`src/rtl/alu_arb_pkg.sv`:
```
// -----------------------------------------------------------------------------
// alu_arb_pkg
// Shared definitions for the two-requester ALU arbiter:
//   - requester count and datapath widths
//   - FSM state encoding (IDLE -> EXEC -> RESP)
//   - latched operation record handed from the winner mux to the ALU drive regs
//   - one-hot helper used for ready/valid strobes
// -----------------------------------------------------------------------------
package alu_arb_pkg;

   localparam int unsigned NUM_REQ = 2;
   localparam int unsigned DATA_W  = 32;
   localparam int unsigned OP_W    = 3;
   localparam int unsigned FLAG_W  = 4;

   typedef enum logic [1:0] {
      ST_IDLE = 2'b00,
      ST_EXEC = 2'b01,
      ST_RESP = 2'b10
   } arb_state_t;

   // Everything the ALU needs for one operation, plus the lock request bit.
   typedef struct packed {
      logic [DATA_W-1:0] src_a;
      logic [DATA_W-1:0] src_b;
      logic [OP_W-1:0]   control;
      logic              carry;
      logic              carry_use;
      logic              reverse_b;
      logic              chain;
   } alu_op_t;

   // Requester index to one-hot strobe.
   function automatic logic [NUM_REQ-1:0] onehot2(input logic idx);
      logic [NUM_REQ-1:0] vec;
      if (idx) begin
         vec = 2'b10;
      end else begin
         vec = 2'b01;
      end
      return vec;
   endfunction

endpackage

```
`src/rtl/alu_arb_rr.sv`:
```
// -----------------------------------------------------------------------------
// alu_arb_rr
// Purely combinational arbitration for the ALU arbiter.
//   PRIO_FIXED   0 = round-robin, 1 = requester 0 wins when both eligible
//   req_valid    per-requester request
//   lock_active  a chained sequence owns the ALU
//   lock_owner   requester holding the lock
//   last_grant   requester accepted most recently
//   grant_valid  some requester is eligible this cycle
//   grant_idx    index of the winning requester
// -----------------------------------------------------------------------------
module alu_arb_rr
   import alu_arb_pkg::*;
#(
   parameter bit PRIO_FIXED = 1'b0
) (
   input  logic [NUM_REQ-1:0] req_valid,
   input  logic               lock_active,
   input  logic               lock_owner,
   input  logic               last_grant,
   output logic               grant_valid,
   output logic               grant_idx
);

   logic [NUM_REQ-1:0] eligible_s;

   // Mask out the non-owner while a chained sequence holds the lock.
   always_comb begin
      eligible_s = req_valid;
      if (lock_active) begin
         eligible_s = req_valid & onehot2(lock_owner);
      end else begin
         eligible_s = req_valid;
      end
   end

   // Pick the winner among eligible requesters.
   always_comb begin
      grant_valid = 1'b0;
      grant_idx   = 1'b0;
      case (eligible_s)
         2'b01: begin
            grant_valid = 1'b1;
            grant_idx   = 1'b0;
         end
         2'b10: begin
            grant_valid = 1'b1;
            grant_idx   = 1'b1;
         end
         2'b11: begin
            grant_valid = 1'b1;
            // Round-robin hands the contested slot to whoever did not go last.
            if (PRIO_FIXED) begin
               grant_idx = 1'b0;
            end else begin
               grant_idx = ~last_grant;
            end
         end
         default: begin
            grant_valid = 1'b0;
            grant_idx   = 1'b0;
         end
      endcase
   end

endmodule

```
`src/rtl/alu_arbiter.sv`:
```
// -----------------------------------------------------------------------------
// alu_arbiter
// Shares one external combinational ALU between two requesters.
// One operation at a time: IDLE (accept) -> EXEC (drive ALU, capture result)
// -> RESP (hold response until the owner accepts it).
//   CLK, Reset_n          clock, synchronous active-low reset
//   req_valid/req_ready   per-requester request handshake (ready is same-cycle)
//   req_src_a/b           operands, requester i at [32i+31:32i]
//   req_alu_control       opcode, requester i at [3i+2:3i]
//   req_carry/_carry_use/_reverse_b/_chain   per-requester control bits
//   alu_*                 drive to the ALU (zero while idle)
//   alu_result/alu_flags  ALU outputs {N,Z,C,V}
//   rsp_valid/rsp_ready   per-requester response handshake
//   rsp_result/rsp_flags  captured ALU outputs
//   grant_id              current owner, busy = not IDLE
// -----------------------------------------------------------------------------
module alu_arbiter
   import alu_arb_pkg::*;
#(
   parameter bit PRIO_FIXED = 1'b0
) (
   input  logic                       CLK,
   input  logic                       Reset_n,
   input  logic [NUM_REQ-1:0]         req_valid,
   output logic [NUM_REQ-1:0]         req_ready,
   input  logic [NUM_REQ*DATA_W-1:0]  req_src_a,
   input  logic [NUM_REQ*DATA_W-1:0]  req_src_b,
   input  logic [NUM_REQ*OP_W-1:0]    req_alu_control,
   input  logic [NUM_REQ-1:0]         req_carry,
   input  logic [NUM_REQ-1:0]         req_carry_use,
   input  logic [NUM_REQ-1:0]         req_reverse_b,
   input  logic [NUM_REQ-1:0]         req_chain,
   output logic [DATA_W-1:0]          alu_src_a,
   output logic [DATA_W-1:0]          alu_src_b,
   output logic [OP_W-1:0]            alu_control,
   output logic                       alu_carry,
   output logic                       alu_carry_use,
   output logic                       alu_reverse_b,
   input  logic [DATA_W-1:0]          alu_result,
   input  logic [FLAG_W-1:0]          alu_flags,
   output logic [NUM_REQ-1:0]         rsp_valid,
   input  logic [NUM_REQ-1:0]         rsp_ready,
   output logic [DATA_W-1:0]          rsp_result,
   output logic [FLAG_W-1:0]          rsp_flags,
   output logic                       grant_id,
   output logic                       busy
);

   arb_state_t          state_r;
   arb_state_t          state_nxt_s;

   logic                grant_valid_s;
   logic                grant_idx_s;
   logic                accept_s;
   logic                capture_s;
   logic                release_s;
   logic [NUM_REQ-1:0]  req_ready_s;

   alu_op_t             req_op_s;
   alu_op_t             op_r;

   logic                lock_active_r;
   logic                lock_owner_r;
   logic                last_grant_r;
   logic                grant_id_r;
   logic                busy_r;

   logic [NUM_REQ-1:0]  rsp_valid_r;
   logic [DATA_W-1:0]   rsp_result_r;
   logic [FLAG_W-1:0]   rsp_flags_r;

   alu_arb_rr #(
      .PRIO_FIXED (PRIO_FIXED)
   ) u_arb (
      .req_valid   (req_valid),
      .lock_active (lock_active_r),
      .lock_owner  (lock_owner_r),
      .last_grant  (last_grant_r),
      .grant_valid (grant_valid_s),
      .grant_idx   (grant_idx_s)
   );

   // Gather the winning requester's operation fields.
   always_comb begin
      req_op_s = '0;
      if (grant_idx_s) begin
         req_op_s.src_a     = req_src_a[63:32];
         req_op_s.src_b     = req_src_b[63:32];
         req_op_s.control   = req_alu_control[5:3];
         req_op_s.carry     = req_carry[1];
         req_op_s.carry_use = req_carry_use[1];
         req_op_s.reverse_b = req_reverse_b[1];
         req_op_s.chain     = req_chain[1];
      end else begin
         req_op_s.src_a     = req_src_a[31:0];
         req_op_s.src_b     = req_src_b[31:0];
         req_op_s.control   = req_alu_control[2:0];
         req_op_s.carry     = req_carry[0];
         req_op_s.carry_use = req_carry_use[0];
         req_op_s.reverse_b = req_reverse_b[0];
         req_op_s.chain     = req_chain[0];
      end
   end

   // FSM state register.
   always_ff @(posedge CLK) begin
      if (!Reset_n) begin
         state_r <= ST_IDLE;
      end else begin
         state_r <= state_nxt_s;
      end
   end

   // FSM next-state logic.
   always_comb begin
      state_nxt_s = state_r;
      case (state_r)
         ST_IDLE: begin
            if (grant_valid_s) begin
               state_nxt_s = ST_EXEC;
            end else begin
               state_nxt_s = ST_IDLE;
            end
         end
         ST_EXEC: begin
            state_nxt_s = ST_RESP;
         end
         ST_RESP: begin
            // Only the owner's ready can close the response.
            if (rsp_ready[grant_id_r]) begin
               state_nxt_s = ST_IDLE;
            end else begin
               state_nxt_s = ST_RESP;
            end
         end
         default: begin
            state_nxt_s = ST_IDLE;
         end
      endcase
   end

   // FSM output decode: ready strobe and datapath enables.
   always_comb begin
      accept_s    = 1'b0;
      capture_s   = 1'b0;
      release_s   = 1'b0;
      req_ready_s = 2'b00;
      case (state_r)
         ST_IDLE: begin
            accept_s = grant_valid_s;
            if (grant_valid_s) begin
               req_ready_s = onehot2(grant_idx_s);
            end else begin
               req_ready_s = 2'b00;
            end
         end
         ST_EXEC: begin
            capture_s = 1'b1;
         end
         ST_RESP: begin
            release_s = rsp_ready[grant_id_r];
         end
         default: begin
            accept_s    = 1'b0;
            capture_s   = 1'b0;
            release_s   = 1'b0;
            req_ready_s = 2'b00;
         end
      endcase
   end

   // Ownership, round-robin history and chain lock, all updated on accept.
   always_ff @(posedge CLK) begin
      if (!Reset_n) begin
         grant_id_r    <= 1'b0;
         last_grant_r  <= 1'b1;
         lock_active_r <= 1'b0;
         lock_owner_r  <= 1'b0;
      end else if (accept_s) begin
         grant_id_r    <= grant_idx_s;
         last_grant_r  <= grant_idx_s;
         // A chained op keeps the ALU for its requester; an unchained one frees it.
         lock_active_r <= req_op_s.chain;
         lock_owner_r  <= grant_idx_s;
      end else begin
         grant_id_r    <= grant_id_r;
         last_grant_r  <= last_grant_r;
         lock_active_r <= lock_active_r;
         lock_owner_r  <= lock_owner_r;
      end
   end

   // Latched operation; cleared on release so the ALU sees zeros while idle.
   always_ff @(posedge CLK) begin
      if (!Reset_n) begin
         op_r <= '0;
      end else if (accept_s) begin
         op_r <= req_op_s;
      end else if (release_s) begin
         op_r <= '0;
      end else begin
         op_r <= op_r;
      end
   end

   // Response capture at the end of EXEC and valid drop on owner handshake.
   always_ff @(posedge CLK) begin
      if (!Reset_n) begin
         rsp_valid_r  <= 2'b00;
         rsp_result_r <= 32'd0;
         rsp_flags_r  <= 4'd0;
      end else if (capture_s) begin
         rsp_valid_r  <= onehot2(grant_id_r);
         rsp_result_r <= alu_result;
         rsp_flags_r  <= alu_flags;
      end else if (release_s) begin
         rsp_valid_r  <= 2'b00;
         rsp_result_r <= rsp_result_r;
         rsp_flags_r  <= rsp_flags_r;
      end else begin
         rsp_valid_r  <= rsp_valid_r;
         rsp_result_r <= rsp_result_r;
         rsp_flags_r  <= rsp_flags_r;
      end
   end

   // Busy mirrors the upcoming state so it is a plain register output.
   always_ff @(posedge CLK) begin
      if (!Reset_n) begin
         busy_r <= 1'b0;
      end else begin
         busy_r <= (state_nxt_s != ST_IDLE);
      end
   end

   assign req_ready     = req_ready_s;
   assign alu_src_a     = op_r.src_a;
   assign alu_src_b     = op_r.src_b;
   assign alu_control   = op_r.control;
   assign alu_carry     = op_r.carry;
   assign alu_carry_use = op_r.carry_use;
   assign alu_reverse_b = op_r.reverse_b;
   assign rsp_valid     = rsp_valid_r;
   assign rsp_result    = rsp_result_r;
   assign rsp_flags     = rsp_flags_r;
   assign grant_id      = grant_id_r;
   assign busy          = busy_r;

endmodule

```
`config.mk`:
```
export PLATFORM = sky130hd
export DESIGN_NAME = alu_arbiter
export DESIGN_NICKNAME = d
export VERILOG_FILES = /design/src/rtl/alu_arb_pkg.sv /design/src/rtl/alu_arb_rr.sv /design/src/rtl/alu_arbiter.sv
export SDC_FILE = /design/constraint.sdc
export NUM_CORES = 1
export LEC_CHECK = 0
export BUFFER_PORTS_ARGS = -buffer_cell sky130_fd_sc_hd__buf_4
export CORE_AREA = 2 2 114 116
export DETAILED_ROUTE_END_ITERATION = 10
export DIE_AREA = 0 0 116 118
export PLACE_DENSITY = 0.84
export SYNTH_ARGS = -nofsm -noshare
export SYNTH_HDL_FRONTEND = slang
export SYNTH_HIERARCHICAL = 1
export SYNTH_SLANG_ARGS = --single-unit
export TNS_END_PERCENT = 20
```
`constraint.sdc`:
```
create_clock -name CLK -period 1.9 [get_ports CLK]
set_input_delay 0.19 -clock CLK [delete_from_list [all_inputs] [get_ports CLK]]
set_output_delay 0.19 -clock CLK [all_outputs]
set_load 0.02 [all_outputs]
```
==> results by stage <==
Place:
- The placer congestion estimate is 0.781.
- The cell area after placement is 0.00745 mm².
- The number of buffer cells added on primary ports is 295.
- Detailed placement finished with a half-perimeter wire length of 11,400 µm.

Yosys:
- The gate count of the mapped netlist is 436.
- The total of warnings raised by yosys is 6.
- Synthesis inferred 114 register bits.
- The portion of the post-synthesis area used by sequential elements is 44.7%.
- The synthesized netlist occupies a cell area of 0.00511 mm².
- The netlist uses 29 different library cells.
- Dividing the synthesized area by the synthesized cell count gives 11.7 µm².
- When the netlist entered floorplanning its net count stood at 620.

Power:
- The standby leakage power is 3.67 nW.
- The total power divided by cell area is 1040 mW/mm².
- Across the VDD grid, the largest voltage drop is 0.547 mV.
- The completed layout was analyzed and its total power is 8.46 mW.

Timing:
- The final hold violation count is 0.
- The max-slew headroom at the worst pin is 73.9%.
- The maximum clock skew at final layout is 16.9 ps.
- Setup slack on the critical path of the routed design comes to -19.3 ps.
- Subtracting the final worst setup slack from the clock period gives 1920 ps.
- Timing would allow up to 521 MHz.
- The final count of negative-setup-slack endpoints is 1.
- The final max-slew violation count is 0.
- Setup repair after global routing could not meet its margin everywhere.
- At the pin with the least slew margin, the transition time is 381 ps.
- The post-route worst hold slack is 13.3 ps.
- The worst path uses 101% of the clock period.

Layout:
- 0 antenna diodes ended up in the layout.
- The area used by multi-input combinational logic is 0.00258 mm².
- The top cell types in the final layout, fill and taps aside, are sky130_fd_sc_hd__buf_4 (306), sky130_fd_sc_hd__dfxtp_1 (112), sky130_fd_sc_hd__nand2_1 (78).
- The total number of nets in the final design is 917.
- The library cell used most frequently in the layout, excluding fill and tap cells, is sky130_fd_sc_hd__buf_4.
- From synthesis to final layout, the design area changed by 59.7%.
- After routing the design area is 0.00816 mm².
- The final-layout fill cell count is 953.
- The post-route netlist has 57.3% of its cells at a drive strength greater than 1.
- In the final layout, flip-flops and latches occupy 0.00228 mm².
- The end-of-flow core utilization is 65.7%.

Setup path:
- Along the worst path, the maximum fanout reaches 3.
- At the worst endpoint, the required time is 1710 ps.
- The worst setup path is captured at an output pin.
- The category of the most critical setup path is reg -> out.
- The endpoint arrival time on the critical path is 1730 ps.
- STA classifies the critical path startpoint as a register.
- The worst register-to-register path has a depth of 9.

GRT:
- The number of global-route vias before repair is 4,628.
- Across every metal layer, demand over resource in global routing totals 22.0%.
- The global route total overflow is 0.
- Entering global routing, the biggest net connects 55 pins.
- The number of antenna violations at the first check in global routing is 0.
- The wire length of the first global-routing pass is 23,200 µm.

Routing:
- The detail route stage leaves a number of antenna-violating nets equal to 0.
- The detailed-route wire length is 15,300 µm.
- The pre-antenna-repair detailed-routing pass consisted of 4 iterations.
- The post-detailed-route DRC marker count is 0.
- Detailed routing inserted a total of 4,494 vias.
- The starting DRC count in detailed routing is 144.
- The per-cell routed wire length is 16.7 µm.
- Dividing the detail-routed via count by the number of cells gives 4.90.

Clocking:
- The clock latency reported for the late side of the worst-skew pair is 420 ps.
- TritonCTS built the clock tree.
- The clock passes through at most 2 buffers.
- The clock net in this run drives a total of 114 sinks.
- The cell sitting at the root of the clock tree is a sky130_fd_sc_hd__clkbuf_16.
- The total CTS buffers is 17.
- The total number of H-tree levels is 4.
- Clock-pin slew was measured on the worst setup and hold paths at 50 ps.
- The number of buffers inserted for hold repair after clock tree synthesis is 0.

Run status:
- The final reports fail on setup timing.
- The run finished, with violations left.

Die:
- The die footprint is 0.0137 mm².
- The die height is 118 µm.
- The number of placement rows is 41.
- The die width is 116 µm.
- The top-level I/O count is 296.
- The area of the core is 0.0124 mm².
- For this configuration, the core starts out at a cell density of 41.2%.

Min path:
- The number of stages on the worst hold path is 3.
- The class of the tightest hold or removal check is in -> reg.

Job:
- The max-cap check violation count is 0.
-- metal layers --
layer	vias to the layer above	global-route usage (%)	share of wire (%)
met3	34	7.57	8.2
li1	2164	-	-
met2	198	39.0	51
met4	0	10.2	2.7
met5	-	0	0
met1	2098	22.8	38
-- report_power, final --
part | switching, mW | internal (mW) | total (mW)
combinational | 1.16 | 1.08 | 2.24
sequential | 0.211 | 2.68 | 2.89
clock | 1.09 | 2.24 | 3.33
-- synthesized netlist by cell type --
| cell | number | area share (%) |
|---|---|---|
| sky130_fd_sc_hd__inv_1 | 2 | 0.15 |
| sky130_fd_sc_hd__o21ai_0 | 1 | 0.098 |
| sky130_fd_sc_hd__nand2_2 | 1 | 0.12 |
| sky130_fd_sc_hd__buf_6 | 1 | 0.22 |
| sky130_fd_sc_hd__a22o_1 | 1 | 0.17 |
| sky130_fd_sc_hd__or3b_1 | 1 | 0.17 |
| sky130_fd_sc_hd__o2bb2ai_2 | 70 | 21 |
| sky130_fd_sc_hd__a21boi_1 | 39 | 5.7 |
| sky130_fd_sc_hd__o21bai_1 | 2 | 0.29 |
| sky130_fd_sc_hd__and2_1 | 1 | 0.12 |
| sky130_fd_sc_hd__dfxtp_1 | 114 | 45 |
| sky130_fd_sc_hd__nand3b_1 | 1 | 0.15 |
| sky130_fd_sc_hd__a31oi_1 | 1 | 0.12 |
| sky130_fd_sc_hd__buf_2 | 20 | 2.0 |
| sky130_fd_sc_hd__inv_2 | 2 | 0.15 |
| sky130_fd_sc_hd__clkbuf_1 | 5 | 0.37 |
| sky130_fd_sc_hd__buf_4 | 3 | 0.44 |
| sky130_fd_sc_hd__mux2i_1 | 72 | 14 |
| sky130_fd_sc_hd__a21oi_1 | 3 | 0.29 |
| sky130_fd_sc_hd__buf_12 | 7 | 2.7 |
| sky130_fd_sc_hd__o211a_1 | 1 | 0.20 |
| sky130_fd_sc_hd__nand2b_1 | 2 | 0.24 |
| sky130_fd_sc_hd__o21ai_2 | 1 | 0.17 |
| sky130_fd_sc_hd__or2b_1 | 1 | 0.15 |
| sky130_fd_sc_hd__nand2_1 | 79 | 5.8 |
| sky130_fd_sc_hd__nor3b_2 | 2 | 0.49 |
| sky130_fd_sc_hd__nand3_1 | 1 | 0.098 |
| sky130_fd_sc_hd__nor2_1 | 1 | 0.073 |
| sky130_fd_sc_hd__and2b_1 | 1 | 0.15 |
-- worst paths after layout --
path / from / endpoint / slack, ps
worst min-delay path: alu_result[0] / rsp_result[0] / 10
worst max register to register: lock_active_r / alu_control[2] / 80
worst max-delay path: lock_active_r / req_ready[0] / -20
worst min register to register: rsp_result[12] / rsp_result[12] / 450
-- layout make-up --
type                    count  area share (%)
clock inverters            10            1.93
inverters                   4           0.215
clock buffers              21            5.64
well taps                 172            2.64
multi-input cells         282            31.7
repair buffers            314            29.9
flip-flops and latches    114            28.0
-- registers in the layout, indices dropped and copies added (netlist names) --
register and cells:
alu_carry 1, busy 1, rsp_valid 2, rsp_flags 4, rsp_result 32, alu_src_a 32, alu_reverse_b 1, last_grant_r 1
alu_carry_use 1, lock_active_r 1, state_r 2, grant_id 1, alu_src_b 32, alu_control 3
-- per-stage QoR --
stage | instances | setup WS, ps | setup TNS (ps)
after detailed placement | 880 | 77.3 | 0
after CTS | 917 | -8.86 | -8.86
after global routing | 917 | -83.5 | -113
after global placement | 880 | 241 | 0
final | 917 | -19.3 | -19.3
after floorplan | 436 | 203 | 0
-- critical path, stage by stage, from the launching register on --
cell	delay (ps)
sky130_fd_sc_hd__dfxtp_2	330
sky130_fd_sc_hd__inv_4	80
sky130_fd_sc_hd__o21ai_4	70
sky130_fd_sc_hd__a21oi_2	180
sky130_fd_sc_hd__or3b_4	420
sky130_fd_sc_hd__nor2_4	100
sky130_fd_sc_hd__buf_6	120
-- logic make-up after synthesis --
family,count (synthesis),synth area share [%]
and+or+nand+nor,91,7.57
AOI/OAI and AO/OA,119,27.6
DFF,114,44.7
buffers and inverters,40,6.02
muxes,72,14.1
-- what timing repair did --
| action | CTS | global route |
|---|---|---|
| buffers inserted | 6 | 0 |
| gates resized for setup | 12 | 1 |
| cloned | 0 | 0 |
| endpoints found under the setup margin | 4 | 2 |
| pin swaps | 3 | 2 |
Power figures use the tool's default switching activity.
